**src/rtl/kyber_ct_sink.sv**
```systemverilog
// Ciphertext sink for the Kyber client core: requests ciphertext words into a
// first-word-fall-through FIFO for the host stream, then captures the shared secret.
module kyber_ct_sink #(
  parameter int DEPTH = 16
) (
  input  logic         clk,
  input  logic         rst,
  input  logic [2:0]   k,
  input  logic         start,
  input  logic         ready_c,
  output logic         req_c,
  input  logic         c_valid,
  input  logic [31:0]  c_din,
  output logic         m_valid,
  input  logic         m_ready,
  output logic [31:0]  m_data,
  output logic         m_last,
  output logic [255:0] ss,
  output logic         ss_valid,
  output logic         done,
  output logic         overflow
);

  localparam int AW = $clog2(DEPTH);
  localparam int CW = AW + 1;
  localparam int XW = AW + 2;
  localparam logic [CW-1:0] FULL_CNT = CW'(DEPTH);
  localparam logic [XW-1:0] DEPTH_X  = XW'(DEPTH);

  typedef enum logic [2:0] {
    S_IDLE,
    S_CT,
    S_SS,
    S_DONE_WAIT,
    S_DONE
  } state_t;

  function automatic logic [8:0] ct_words_for(input logic [2:0] lvl);
    case (lvl)
      3'd2:    return 9'd192;
      3'd3:    return 9'd272;
      default: return 9'd392;
    endcase
  endfunction

  state_t          state_q, state_d;
  logic [8:0]      ct_words_q, ct_words_d;
  logic [8:0]      rx_cnt_q, rx_cnt_d;
  logic [2:0]      ss_cnt_q, ss_cnt_d;
  logic [255:0]    ss_q, ss_d;
  logic            ss_valid_q, ss_valid_d;
  logic            overflow_q, overflow_d;
  logic            req_d1_q, req_d2_q;
  logic [AW-1:0]   wr_ptr_q, wr_ptr_d;
  logic [AW-1:0]   rd_ptr_q, rd_ptr_d;
  logic [CW-1:0]   fifo_cnt_q, fifo_cnt_d;
  logic [32:0]     mem_q [DEPTH];

  logic            push, push_last, pop, fifo_full;
  logic [1:0]      inflight;
  logic [9:0]      rx_plus;
  logic [XW-1:0]   fifo_plus;
  logic [32:0]     head;

  // Requests issued in the last two cycles may still return a word, so they
  // reserve both ciphertext budget and FIFO space until their slot has passed.
  assign inflight  = {1'b0, req_d1_q} + {1'b0, req_d2_q};
  assign rx_plus   = {1'b0, rx_cnt_q} + {8'd0, inflight};
  assign fifo_plus = {1'b0, fifo_cnt_q} + XW'(inflight);

  assign req_c = (state_q == S_CT) && ready_c &&
                 (rx_plus < {1'b0, ct_words_q}) && (fifo_plus < DEPTH_X);

  assign fifo_full = (fifo_cnt_q == FULL_CNT);
  assign m_valid   = (fifo_cnt_q != '0);
  assign pop       = m_valid & m_ready;
  assign head      = mem_q[rd_ptr_q];
  assign m_data    = m_valid ? head[31:0] : 32'd0;
  assign m_last    = m_valid & head[32];

  assign ss        = ss_q;
  assign ss_valid  = ss_valid_q;
  assign overflow  = overflow_q;
  assign done      = (state_q == S_DONE);

  always_comb begin
    // NOTE: every combinational output gets a default first so no path infers a latch.
    state_d    = state_q;
    ct_words_d = ct_words_q;
    rx_cnt_d   = rx_cnt_q;
    ss_cnt_d   = ss_cnt_q;
    ss_d       = ss_q;
    ss_valid_d = ss_valid_q;
    overflow_d = overflow_q;
    push       = 1'b0;
    push_last  = 1'b0;

    case (state_q)
      S_IDLE, S_DONE: begin
        if (start) begin
          state_d    = S_CT;
          ct_words_d = ct_words_for(k);
          rx_cnt_d   = '0;
          ss_cnt_d   = '0;
          ss_d       = '0;
          ss_valid_d = 1'b0;
          overflow_d = 1'b0;
        end
        if (c_valid) overflow_d = 1'b1;
      end
      S_CT: begin
        if (c_valid) begin
          if (fifo_full && !pop) begin
            overflow_d = 1'b1;
          end else begin
            push     = 1'b1;
            rx_cnt_d = rx_cnt_q + 9'd1;
            if (rx_cnt_q + 9'd1 == ct_words_q) begin
              push_last = 1'b1;
              state_d   = S_SS;
            end
          end
        end
      end
      S_SS: begin
        if (c_valid) begin
          ss_d     = {c_din, ss_q[255:32]};
          ss_cnt_d = ss_cnt_q + 3'd1;
          if (ss_cnt_q == 3'd7) begin
            ss_valid_d = 1'b1;
            state_d    = S_DONE_WAIT;
          end
        end
      end
      S_DONE_WAIT: begin
        if (c_valid) overflow_d = 1'b1;
        if (fifo_cnt_q == '0) state_d = S_DONE;
      end
      default: state_d = S_IDLE;
    endcase

    wr_ptr_d   = push ? wr_ptr_q + AW'(1) : wr_ptr_q;
    rd_ptr_d   = pop  ? rd_ptr_q + AW'(1) : rd_ptr_q;
    fifo_cnt_d = fifo_cnt_q;
    case ({push, pop})
      2'b10:   fifo_cnt_d = fifo_cnt_q + CW'(1);
      2'b01:   fifo_cnt_d = fifo_cnt_q - CW'(1);
      default: fifo_cnt_d = fifo_cnt_q;
    endcase
  end

  always_ff @(posedge clk or posedge rst) begin
    if (rst) begin
      state_q    <= S_IDLE;
      ct_words_q <= '0;
      rx_cnt_q   <= '0;
      ss_cnt_q   <= '0;
      ss_q       <= '0;
      ss_valid_q <= 1'b0;
      overflow_q <= 1'b0;
      req_d1_q   <= 1'b0;
      req_d2_q   <= 1'b0;
      wr_ptr_q   <= '0;
      rd_ptr_q   <= '0;
      fifo_cnt_q <= '0;
    end else begin
      state_q    <= state_d;
      ct_words_q <= ct_words_d;
      rx_cnt_q   <= rx_cnt_d;
      ss_cnt_q   <= ss_cnt_d;
      ss_q       <= ss_d;
      ss_valid_q <= ss_valid_d;
      overflow_q <= overflow_d;
      req_d1_q   <= req_c;
      req_d2_q   <= req_d1_q;
      wr_ptr_q   <= wr_ptr_d;
      rd_ptr_q   <= rd_ptr_d;
      fifo_cnt_q <= fifo_cnt_d;
    end
  end

  // NOTE: FIFO storage is not reset; the pointers and count define which entries are valid.
  always_ff @(posedge clk) begin
    if (push) mem_q[wr_ptr_q] <= {push_last, c_din};
  end

endmodule

```
**config.mk**
```make
export PLATFORM = sky130hd
export DESIGN_NAME = kyber_ct_sink
export DESIGN_NICKNAME = d
export VERILOG_FILES = /design/src/rtl/kyber_ct_sink.sv
export SDC_FILE = /design/constraint.sdc
export NUM_CORES = 1
export LEC_CHECK = 0
export CAP_MARGIN = 0
export CORE_UTILIZATION = 25
export CTS_CLUSTER_SIZE = 30
export DETAILED_ROUTE_END_ITERATION = 10
export GPL_TIMING_DRIVEN = 0
export REMOVE_ABC_BUFFERS = 1
export SETUP_SLACK_MARGIN = 0.5
export SLEW_MARGIN = 10
export SYNTH_ARGS = -nofsm -noshare
export SYNTH_HDL_FRONTEND = slang
export SYNTH_SLANG_ARGS = --single-unit
```
**constraint.sdc**
```tcl
create_clock -name clk -period 25.5 [get_ports clk]
set_input_delay 5.1 -clock clk [delete_from_list [all_inputs] [get_ports clk]]
set_output_delay 5.1 -clock clk [all_outputs]
set_load 0.02 [all_outputs]
```
# [Word level (Yosys, flattened, before mapping)]
# Memory sizes are Yosys's and may differ from the RTL's.
# Cells that the tools add are included.
[classes] eq_ne=21 add_sub_neg=9 reduce_logical=19 bitwise_logic=2 order_cmp=2 n_mux=39
[ops] op="two-way mux 256 bit" n=2
[ops] op="one-hot mux 256 bit (2 select lines)" n=1
[ops] op="one-hot mux 9 bit (2 select lines)" n=2
[ops] op="two-way mux 32 bit" n=1
[ops] op="two-way mux 3 bit" n=9
[ops] op="two-way mux 9 bit" n=3
[ops] op="two-way mux 1 bit" n=16
[ops] op="!= test 2 bit, second input constant" n=7
[ops] op="equality test 3 x 2 -> 1 bit, second input constant" n=4
[ops] op="one-hot mux 3 bit (4 select lines)" n=1
[ops] op="adder 9 x 2 -> 10 bit" n=1
[ops] op="< comparator 10 x 9 -> 1 bit" n=1
[ops] op="one-hot mux 5 bit (2 select lines)" n=1
[ops] op="adder 9 x 1 -> 9 bit, second input constant" n=1
[ops] op="equality test 9 bit" n=1
[ops] op="adder 4 x 1 -> 4 bit, second input constant" n=2
[ops] op="AND reduction 4 bit" n=2
[ops] op="AND reduction 7 bit" n=1
[ops] op="adder 5 x 2 -> 6 bit" n=1
[ops] op="equality test 3 bit, second input constant" n=2
[ops] op="< comparator 6 x 5 -> 1 bit, second input constant" n=1
[ops] op="one-hot mux 3 bit (2 select lines)" n=1
[ops] op="nonzero test 2 bit" n=3
[ops] op="adder 5 x 1 -> 5 bit, second input constant" n=1
[ops] op="other kinds (22)" n=27
[word_totals] in_bits=41 n_memories=1 regBits=297 output_inout_bits=294 ramBits=528 wordCells=105
[mem_list] name="mem_q" depth=16 width=33 rd=1 rd_ports_with_merged_regs=0 write_ports=1 line="57" text="logic [32:0] mem_q [DEPTH];"

# [Longest topological paths before layout]
[logic_depth] word_depth=9 depth_mapped=14 ltp_nobuf=14

# [Least setup slack after synthesis]
# Ideal clock, no wire load.
[synth_path] path_type="in2out" from="in ready_c" to="out req_c" n_path_buf=0 cell_stages=5 arrival_ns=6.343 required_time_ns=20.400 slack_ns=14.057 path_cell_list="or4b_2 > a211oi_1 > o21ai_0 > a21oi_1 > and3b_1"
[synth_via] elab_chain_len=3
[synth_lines] element="start, declared" line="10" text="input logic ready_c,"
[synth_lines] element="logical AND 1 bit (2 in series)" line="71" text="assign req_c = (state_q == S_CT) && ready_c &&"
[synth_lines] element="logical AND 1 bit" line="72" text="(rx_plus < {1'b0, ct_words_q}) && (fifo_plus < DEPTH_X);"
[synth_lines] element="end, declared" line="11" text="output logic req_c,"
# No other way between the ends.

# [Worst setup path after layout]
# Same ends and word-level chain as after synthesis.

==> out/qor.csv <==
stage,metric,value,unit
run_status,status,completed,
yosys,Mapped Area,32400,um^2
pwr,PnR Total Power,0.00401,W
timing,RSZ-0062 raised after global routing,false,
finish,Post-Layout Cell Count,4336,
yosys,Post-Synth XOR/XNOR Area,0.648,%
yosys,Post-synth EDFFs,528,
detailed_routing,Post-Route WL,82800,um
clock_network,Post-CTS Setup Bufs,0,
place,dpl hpwl,53000,um
clock_network,clock latency on the worst-skew pair,0.68,ns
yosys,synth top area cells,"edfxtp_1 (49%), dfrtp_1 (23%), mux4_2 (11%)",
finish,area delta synth->final,29.9,%
clock_network,clock root cell,clkbuf_16,
yosys,mux contribution to synthesized area,11.6,%
global_routing,GRT Overall Usage,12.6,%
yosys,"Seq/Total Area, Yosys",71.5,%
die,Top-Level Pins,335,
timing,final setup fails,0,
clock_network,CTS buffer count,93,
yosys,Simple-Gate Fraction of Synth Area,12.3,%
yosys,Yosys cell types,51,
detailed_routing,vias per std cell,4.36,
global_routing,wire length of the first global-routing pass,124000,um
die,Initial Util,25.3,%
yosys,main combinational cell family by area after synthesis,simple AND/OR/NAND/NOR gates,
timing,Fin. Hold Viols,0,
yosys,compound-gate portion of the synthesized area,1.11,%
critical_path,crit-path max FO,2,
die,Cell Rows,131,
yosys,Synth Warn #,0,
die,area of the die,131000,um^2
timing,period utilization,49.3,%
timing,Final Skew,0.0160,ns
clock_network,clk sinks,821,
clock_network,post-CTS resize count,0,
yosys,post-synth top area cell,edfxtp_1,
pwr,pwr dens,95.3,nW/um^2
detailed_routing,post-route ant nets,0,
critical_path,WP data required,20.40,ns
finish,area of the multi-input gates,8720,um^2
timing,Slew HR,31.9,%
yosys,Synth Area in Adders,0.825,%
detailed_routing,met2 WL,40600,um
detailed_routing,top sig layer,met5,
detailed_routing,met3 wire length,4200,um
die,Die H,362,um
detailed_routing,Initial DRT Pass Iterations,5,
clock_network,Worst-path clk slew,0.06,ns
critical_path,Startpoint Class,input port,
yosys,#FFs+latches synth,821,
pwr,Leakage,16.1,nW
min_path,Hold Path Class,register to register,
place,GP Congestion,0.742,
detailed_routing,met1 WL,36100,um
clock_network,# H-tree levels,3,
flow_run,Max-cap violations,0,
timing,final setup margin,12.93,ns
finish,layout cells sized above 1,16.0,%
clock_network,Clock Path Buffers,3,
timing,Least-Margin Pin Slew,1.02,ns
detailed_routing,routed vias,18900,
critical_path,crit path DAT,7.47,ns
yosys,cell count after synthesis,2167,
timing,Final min period,12.57,ns
yosys,Post-Syn Area per Cell,15.0,um^2
finish,nets,2586,
global_routing,largest net degree at the start of global routing,103,
pwr,Peak supply drop,0.0534,mV
critical_path,Worst setup EP type,primary output,
timing,maximum clock rate,79.5,MHz
place,Port Buf Inserts,334,
detailed_routing,Wirelength per Cell,19.1,um
yosys,Synth top area share,48.9,%
critical_path,CP Class,input port to primary output,
die,Core Box Area,128000,um^2
finish,# fillers,12500,
finish,Seq. cell area,23200,um^2
global_routing,number of global-route vias before repair,18900,
global_routing,GR Overflow Total,0,
place,Placed Cells,4159,
place,Post-Place Setup Slack,12.93,ns
global_routing,initial antenna violation count,6,
clock_network,CTS tree,done,
die,Die Span X,362,um
detailed_routing,DR DRC count,0,
clock_network,cts-stage hold buffer count,0,
yosys,asr flop ratio synth,35.7,%
timing,Slew Limit Fails,0,
detailed_routing,initial detailed-routing violation count,1542,
yosys,"Primary FF master, synth",edfxtp_1,
-- path summary, 6_finish.rpt --
path	startpoint	to	depth (start not counted)	slack, ns
max	ready_c	req_c	7	12.93
min	req_d1_q	req_d2_q	0	0.43
max reg2reg	state_q[2]	mem_q[3][1]	8	21.81
min reg2reg	req_d1_q	req_d2_q	0	0.43
max in group asynchronous	rst	ss[244]	3	19.43
min in group asynchronous	rst	ss[17]	2	4.91
-- kinds of logic (layout without fill, tap and decap cells) --
logic type,Yosys count,count (layout)
and+or+nand+nor,920,920
other,0,1
DFF,821,821
AOI/OAI and AO/OA,59,59
muxes,168,168
buffers and inverters,154,593
xor gates and xnor gates,24,24
adders and majority gates,21,21
-- cells in the final DEF (no fill, tap or decap), drive strengths merged, types with 5 or more instances in the layout --
cell           instances
a21o                   5
mux4                 165
buf                   67
nand2                547
a21oi                 14
clkinv                37
o21ai                 23
nand3                267
nand3b                 5
bufinv                14
clkinvlp               6
clkdlybuf4s50        334
inv                   24
xor2                   9
nor2b                  5
dfrtp                293
ha                    19
nor2                  32
edfxtp               528
nand2b                 6
clkbuf               111
xnor2                 15
and2                  37
-- stage by stage --
step                      area (um^2)  TNS (ns)  utilization, %  hold slack (ns)
after global routing            42100         0            32.9            0.439
final                           42100         0            32.9            0.426
after CTS                       42100         0            32.9            0.431
after floorplan                 31800         0               -            0.386
after detailed placement        38800         0            30.3            0.409
after global placement          37300    -14.18            29.1            0.413
-- metal layers --
layer | vias to the layer above | GRT usage (%)
met5 | - | 0
met4 | 6 | 4.19
met3 | 120 | 2.53
met2 | 402 | 20.8
met1 | 9734 | 16.4
li1 | 8658 | -
-- report_power, final --
part | internal [W] | total, W | leakage [nW] | switching, W
clock network | 0.000854 | 0.00142 | 1.61 | 0.000570
registers | 0.00152 | 0.00161 | 8.81 | 0.0000915
logic | 0.000495 | 0.000976 | 5.73 | 0.000481
total | 0.00287 | 0.00401 | 16.1 | 0.00114
-- worst max-delay path, cell delays in order --
cell and delay (ns):
clkdlybuf4s50_1 0.47, or4b_2 0.59, a211oi_1 0.22, o21ai_0 0.11
a21oi_1 0.12, and3b_1 0.23, clkdlybuf4s50_1 0.63
-- area by class of cell --
type / instances / area share [%]
Sequential cell: 821 / 55.1
Tap cell: 1729 / 5.13
Clock inverter: 65 / 1.84
Timing Repair Buffer: 401 / 11.1
Antenna cell: 1 / 0.00594
Multi-Input combinational cell: 1192 / 20.7
Inverter: 16 / 0.160
Clock buffer: 111 / 5.98
-- synthesized netlist by cell type (3+ instances only) --
cell and n:
nor2_1 32, and2_1 36, buf_1 11, nor3_1 4, a22o_1 3, nor2b_1 5
xor2_1 9, buf_2 32, o21ai_1 4, buf_6 8, a21oi_1 14, mux4_2 165
dfrtp_1 293, a21o_1 5, and3_1 4, o21ai_0 19, inv_1 15, edfxtp_1 528
xnor2_1 15, ha_1 19, nand4_1 3, nand2b_1 6, nand2_1 547, clkbuf_1 87
nand3b_1 5, nand3_1 267
-- sequential cells by signal (all words and copies together) (netlist names) --
register,cells
state_q,3
mem_q,528
ct_words_q,5
rd_ptr_q,4
ss_cnt_q,3
wr_ptr_q,4
ss,256
rx_cnt_q,9
req_d2_q,1
overflow,1
fifo_cnt_q,5
ss_valid,1
req_d1_q,1
Note: power is estimated with default switching activity, not from simulation.
